===== config.mk =====
export PLATFORM = sky130hd
export DESIGN_NAME = fetch_unit
export DESIGN_NICKNAME = d
export VERILOG_FILES = /design/src/rtl/fetch_unit_pkg.sv /design/src/rtl/fetch_unit_inst_buffer.sv /design/src/rtl/fetch_unit.sv
export SDC_FILE = /design/constraint.sdc
export NUM_CORES = 1
export LEC_CHECK = 0
export CORE_AREA = 10 10 152 154
export CTS_BUF_LIST = sky130_fd_sc_hd__clkbuf_16
export CTS_CLUSTER_DIAMETER = 40
export DETAILED_ROUTE_END_ITERATION = 6
export DIE_AREA = 0 0 162 164
export HOLD_SLACK_MARGIN = 0.15
export PLACE_DENSITY = 0.8
export SLEW_MARGIN = 15
export SYNTH_ARGS = -nofsm -noshare
export SYNTH_HDL_FRONTEND = slang
export SYNTH_SLANG_ARGS = --single-unit

===== constraint.sdc =====
create_clock -name clk -period 3.57 [get_ports clk]
set_clock_uncertainty 0.15 [all_clocks]
set_input_delay 0.8925 -clock clk [delete_from_list [all_inputs] [get_ports clk]]
set_output_delay 0.8925 -clock clk [all_outputs]
set_load 0.05 [all_outputs]

===== src/rtl/fetch_unit_pkg.sv =====
// fetch_unit_pkg: definitions shared by the instruction-fetch stage.
//   fetch_state_t    - fetch FSM states (REQ: request on the bus, HOLD: buffer full)
//   PC_INIT_DEFAULT  - default first fetch address after reset
//   NOP_INST         - addi x0,x0,0, the buffer contents after reset
//   IBUS_DATA_W      - width of the instruction bus response data
//   INST_BYTES       - size of one instruction word in bytes
package fetch_unit_pkg;

    typedef enum logic {
        REQ  = 1'b0,
        HOLD = 1'b1
    } fetch_state_t;

    localparam logic [63:0] PC_INIT_DEFAULT = 64'h0000_0000_8000_0000;
    localparam logic [31:0] NOP_INST        = 32'h0000_0013;
    localparam int          IBUS_DATA_W     = 32;
    localparam int          INST_BYTES      = 4;

endpackage


===== src/rtl/fetch_unit_inst_buffer.sv =====
// fetch_unit_inst_buffer: one-entry holding register for a fetched instruction.
// Ports:
//   clk, reset          - clock, synchronous active-high reset
//   load                - capture load_inst/load_pc and mark the entry valid
//   pop                 - decode consumed the entry; mark it empty
//   flush               - discard the entry (redirect); wins over load and pop
//   load_inst, load_pc  - incoming instruction word and its address
//   valid, inst, pc     - current entry
import fetch_unit_pkg::*;

module fetch_unit_inst_buffer #(
    parameter int XLEN = 64
) (
    input  logic                   clk,
    input  logic                   reset,
    input  logic                   load,
    input  logic                   pop,
    input  logic                   flush,
    input  logic [IBUS_DATA_W-1:0] load_inst,
    input  logic [XLEN-1:0]        load_pc,
    output logic                   valid,
    output logic [IBUS_DATA_W-1:0] inst,
    output logic [XLEN-1:0]        pc
);

    // inst/pc are left untouched on flush and pop: only valid qualifies them,
    // and keeping them frozen gives stable outputs under back-pressure.
    always_ff @(posedge clk) begin
        if (reset) begin
            // NOTE: registers take non-blocking (<=) assignments so every flop
            // samples its inputs from before the edge, independent of order.
            valid <= 1'b0;
            inst  <= NOP_INST;
            pc    <= '0;
        end else if (flush) begin
            valid <= 1'b0;
        end else if (load) begin
            // A load may coincide with a pop of the old entry; the new one wins.
            valid <= 1'b1;
            inst  <= load_inst;
            pc    <= load_pc;
        end else if (pop) begin
            valid <= 1'b0;
        end
    end

endmodule


===== src/rtl/fetch_unit.sv =====
// fetch_unit: instruction-fetch stage. Owns the PC, issues one word fetch at a
// time on the instruction bus, buffers the returned word for one entry and hands
// it to decode over a valid/ready handshake. Execute can redirect the PC.
// Ports:
//   clk, reset                       - clock, synchronous active-high reset
//   ibus_req_valid, ibus_req_addr    - fetch request (held until data_ok)
//   ibus_resp_addr_ok                - address accepted (informational)
//   ibus_resp_data_ok, ibus_resp_data- response strobe and instruction word
//   inst_valid, inst_ready           - handshake towards decode
//   inst, inst_pc                    - instruction word and its address
//   redirect_valid, redirect_pc      - PC change from execute (bits [1:0] ignored)
import fetch_unit_pkg::*;

module fetch_unit #(
    parameter int              XLEN    = 64,
    parameter logic [XLEN-1:0] PC_INIT = XLEN'(PC_INIT_DEFAULT)
) (
    input  logic                   clk,
    input  logic                   reset,
    output logic                   ibus_req_valid,
    output logic [XLEN-1:0]        ibus_req_addr,
    input  logic                   ibus_resp_addr_ok,
    input  logic                   ibus_resp_data_ok,
    input  logic [IBUS_DATA_W-1:0] ibus_resp_data,
    output logic                   inst_valid,
    input  logic                   inst_ready,
    output logic [IBUS_DATA_W-1:0] inst,
    output logic [XLEN-1:0]        inst_pc,
    input  logic                   redirect_valid,
    input  logic [XLEN-1:0]        redirect_pc
);

    fetch_state_t    state, state_next;
    logic [XLEN-1:0] pc, pc_next;
    logic            kill, kill_next;
    logic [XLEN-1:0] kill_addr;  // address of the in-flight request that was killed
    logic            resp_fire;
    logic            buf_load;
    logic            buf_pop;
    logic            unused_inputs;

    assign unused_inputs = ^{ibus_resp_addr_ok, redirect_pc[1:0]};

    // In REQ with the buffer still full (the previous load saw inst_ready),
    // the request waits until the buffer drains so a response can never land
    // on an unconsumed instruction. Once raised it stays up: the buffer is
    // empty from the next cycle on until this request's own response.
    assign ibus_req_valid = !reset && (state == REQ) && (!inst_valid || inst_ready);
    // A killed request keeps its original address on the bus while pc already
    // holds the redirect target.
    assign ibus_req_addr  = kill ? kill_addr : pc;

    assign resp_fire = ibus_req_valid && ibus_resp_data_ok;
    assign buf_load  = resp_fire && !kill && !redirect_valid;
    assign buf_pop   = inst_valid && inst_ready;

    always_comb begin
        // NOTE: every output of this block gets a default first, so no path
        // leaves it unassigned and no latch is inferred.
        state_next = state;
        pc_next    = pc;
        kill_next  = kill;
        if (redirect_valid) begin
            state_next = REQ;
            pc_next    = {redirect_pc[XLEN-1:2], 2'b00};
            // Only a request that does not end this cycle is still in flight.
            kill_next  = ibus_req_valid && !ibus_resp_data_ok;
        end else if (resp_fire) begin
            if (kill) begin
                kill_next = 1'b0;
            end else begin
                pc_next    = pc + XLEN'(INST_BYTES);
                state_next = inst_ready ? REQ : HOLD;
            end
        end else if (state == HOLD && buf_pop) begin
            state_next = REQ;
        end
    end

    always_ff @(posedge clk) begin
        if (reset) begin
            state     <= REQ;
            pc        <= PC_INIT;
            kill      <= 1'b0;
            kill_addr <= '0;
        end else begin
            state <= state_next;
            pc    <= pc_next;
            kill  <= kill_next;
            // While not killed, the outstanding address is pc; freeze it on kill.
            if (!kill) begin
                kill_addr <= pc;
            end
        end
    end

    fetch_unit_inst_buffer #(
        .XLEN (XLEN)
    ) u_inst_buffer (
        .clk       (clk),
        .reset     (reset),
        .load      (buf_load),
        .pop       (buf_pop),
        .flush     (redirect_valid),
        .load_inst (ibus_resp_data),
        .load_pc   (pc),
        .valid     (inst_valid),
        .inst      (inst),
        .pc        (inst_pc)
    );

endmodule


==> results.toml <==
[cells_and_area]
area_growth_pct = 41.6
layout_common_cells = "255 x clkdlybuf4s50_1, 232 x nand2_1, 222 x dfxtp_1, 97 x a21oi_1, 73 x and2_1"
final_nets = 1487
nFillCells = 1657
drive_gt1_frac = 0.112
layout_commonest_cell = "clkdlybuf4s50_1"

[power_and_ir_drop]
combPwrFrac = 0.142
netSwitchingPower_mw = 1.91
vdd_drop_max_mv = 0.328
p_int_mw = 5.08
powerDensity_nw_per_um2 = 509
p_leak_nw = 4.86
p_clk_frac = 0.469
swShare = 0.273
power_frac_seq = 0.389

[global_routing]
grt_usage = 0.233
grt_max_degree = 161
grt_antenna_before_repair = 1
grt_pass1_wl_um = 50700
grt_pass1_vias = 9225
grt-ovfl-total = 0

[clock_network]
holdBufCountCts = 0
clkTransAtPathRegs_ns = 0.05
clockBufferDepth = 3
clk_latency_ns = 0.50
cts_tree = "yes"
cts_inserted_buffers = 34
clock-sinks = 223
root_buffer = "clkbuf_16"
h-tree-depth = 2
cts_resized = 0

[timing]
final-setup-viol-count = 0
drv_slew = 0
min_period_over_period = 0.967
fin_setup_tns_ns = 0
relSlewSlack = 0.462
rsz0062_at_grt = "no"
timing.final.ws_setup_ns = 0.116
max_freq_mhz = 290
hold_viol = 0
worstMarginPinSlew_ns = 0.804
fin_crit_ns = 3.45

[logic_synthesis]
synthTopCellsByArea = "dfxtp_1 46%, nand2_1 9.0%, mux2_2 6.7%"
synth_flop_cell = "dfxtp_1"
synthArstFlopShare = 0
synth_top_area_frac = 0.461
syn_avg_cell_area_um2 = 8.44
synth_edf_count = 0
ys_ff_latch = 223
synth.distinct_cells = 53
syn_area_um2 = 9680
seq_area_frac_synth = 0.461
syn_inst = 1147
yosys_warnings = 0
synth_area_leader_cell = "dfxtp_1"

[floorplanning]
die_h_um = 164
core_area_um2 = 20000
die_w_um = 162
die-area_um2 = 26600
start_util = 0.483
std_cell_rows = 52
pin_count = 264

[worst_setup_path]
crit_fanout = 20
worst_setup_path_start_kind = "register"
critPathKind = "reg2out"
arrival_ns = 2.41
cp.required_ns = 2.53
cpMaxStageDelayCell = "clkdlybuf4s50_1"
worst-path-buf-inv = 2
cp_top_family = "buffers and inverters"
endpoint_kind = "output port"
crit_chain = "buf_4, mux2_2, clkdlybuf4s50_1"
slowest_delay_ns = 0.72

[drt]
antenna_left = 0
wl_um = 32500
vias = 9402
vias_per_cell = 5.60
drtIter0Drc = 681
wl_per_cell_um = 19.4
drc_errors = 0
dr.pass1.iters = 5

[min_path]
hold_class = "reg2reg"

[outcome]
status = "complete, no violations"

[placement]
io_buffers = 258
gp_congestion = 0.915
dp_slack_ns = -0.0555
dp_hpwl_um = 22500

[job]
drv_cap = 0
==> routing by layer <==
metal	up-vias	part of all wire	GRT usage
li1	4512	-	-
met5	-	0	0
met2	382	0.49	0.391
met1	4455	0.40	0.276
met3	53	0.087	0.0761
met4	0	0.024	0.0782
==> area by class of cell <==
cell class,instances,area [um2],share of cell area
multi-input combinational,823,4840,0.353
antenna,2,5.00,0.000365
timing repair buffer,291,2880,0.210
clock inverter,21,189,0.0138
sequential,223,4470,0.326
clock buffer,38,951,0.0694
tap,270,338,0.0246
inverter,11,41.3,0.00301
==> path summary, 6_finish.rpt <==
path                                 startpoint                                 end  slack (ns)  cells after the start
max                           kill$_SDFFE_PP0P_                   ibus_req_addr[39]        0.12                      3
min          u_inst_buffer.inst[6]$_SDFFE_PP0P_  u_inst_buffer.inst[6]$_SDFFE_PP0P_        0.30                      2
max reg2reg                  pc[9]$_SDFFE_PP0P_                 pc[60]$_SDFFE_PP0P_        0.64                      6
min reg2reg  u_inst_buffer.inst[6]$_SDFFE_PP0P_  u_inst_buffer.inst[6]$_SDFFE_PP0P_        0.30                      2
==> timing repair <==
item	4_1_cts	5_1_grt
hold endpoints to repair	0	0
buffers inserted	1	0
setup endpoints to repair	27	0
==> per-stage QoR <==
stage / total power [mW] / utilization / instance area [um2] / cells / hold WS [ns]
after floorplan: 3.34 / - / 9690 / 1148 / 0.311
after detailed placement: 3.75 / 0.626 / 12600 / 1617 / 0.296
after global placement: 3.73 / 0.626 / 12600 / 1617 / 0.291
final: 6.98 / 0.684 / 13700 / 1679 / 0.301
after global routing: 7.24 / 0.684 / 13700 / 1677 / 0.316
after CTS: 7.04 / 0.684 / 13700 / 1677 / 0.303
==> tightest hold or removal path, stage by stage, from the launching register on <==
cell,delay (ns)
dfxtp_1,0.30
nand2_1,0.05
a21oi_1,0.05
==> synth_stat cells (4+ instances only) <==
master,n
or4_1,10
clkbuf_1,77
a211oi_1,18
xor2_1,5
or3_1,18
inv_1,10
nor3b_1,4
a21oi_1,97
and3_1,15
a2111oi_0,10
dfxtp_1,223
nand2_1,233
and4_1,9
and2_1,73
nand4_1,29
a311oi_1,26
nor4_1,19
buf_1,9
mux2_2,58
nor2_1,63
nand3_1,28
o31ai_1,9
nor3_1,16
nor2b_1,12
xnor2_1,18
o21ai_0,14
==> state kept, by name (all words and copies together), names as in the netlist <==
| signal | cells |
|---|---|
| u_inst_buffer.valid | 1 |
| pc | 62 |
| u_inst_buffer.pc | 62 |
| u_inst_buffer.inst | 32 |
| kill | 1 |
| state | 1 |
| kill_addr | 64 |
==> power groups by stage <==
stage | sequential, mW | combinational, mW | clock, mW
3_5_place_dp | 2.77 | 0.982 | 0
6_report | 2.72 | 0.988 | 3.28
2_1_floorplan | 2.81 | 0.529 | 0
5_1_grt | 2.73 | 1.05 | 3.46
3_3_place_gp | 2.76 | 0.972 | 0
4_1_cts | 2.71 | 0.995 | 3.33
==> cells by family (layout without fill, tap and decap cells) <==
| group | count (synthesis) | after routing | share of synthesized area |
|---|---|---|---|
| adders and majority gates | 1 | 1 | 0.00129 |
| AOI/OAI and AO/OA | 201 | 201 | 0.136 |
| DFF | 223 | 223 | 0.461 |
| muxes | 59 | 59 | 0.0685 |
| other | 1 | 4 | 0.000387 |
| buffers and inverters | 102 | 361 | 0.0414 |
| xor gates and xnor gates | 23 | 23 | 0.0208 |
| and+or+nand+nor | 537 | 537 | 0.271 |
Note: power is estimated with default switching activity, not from simulation.
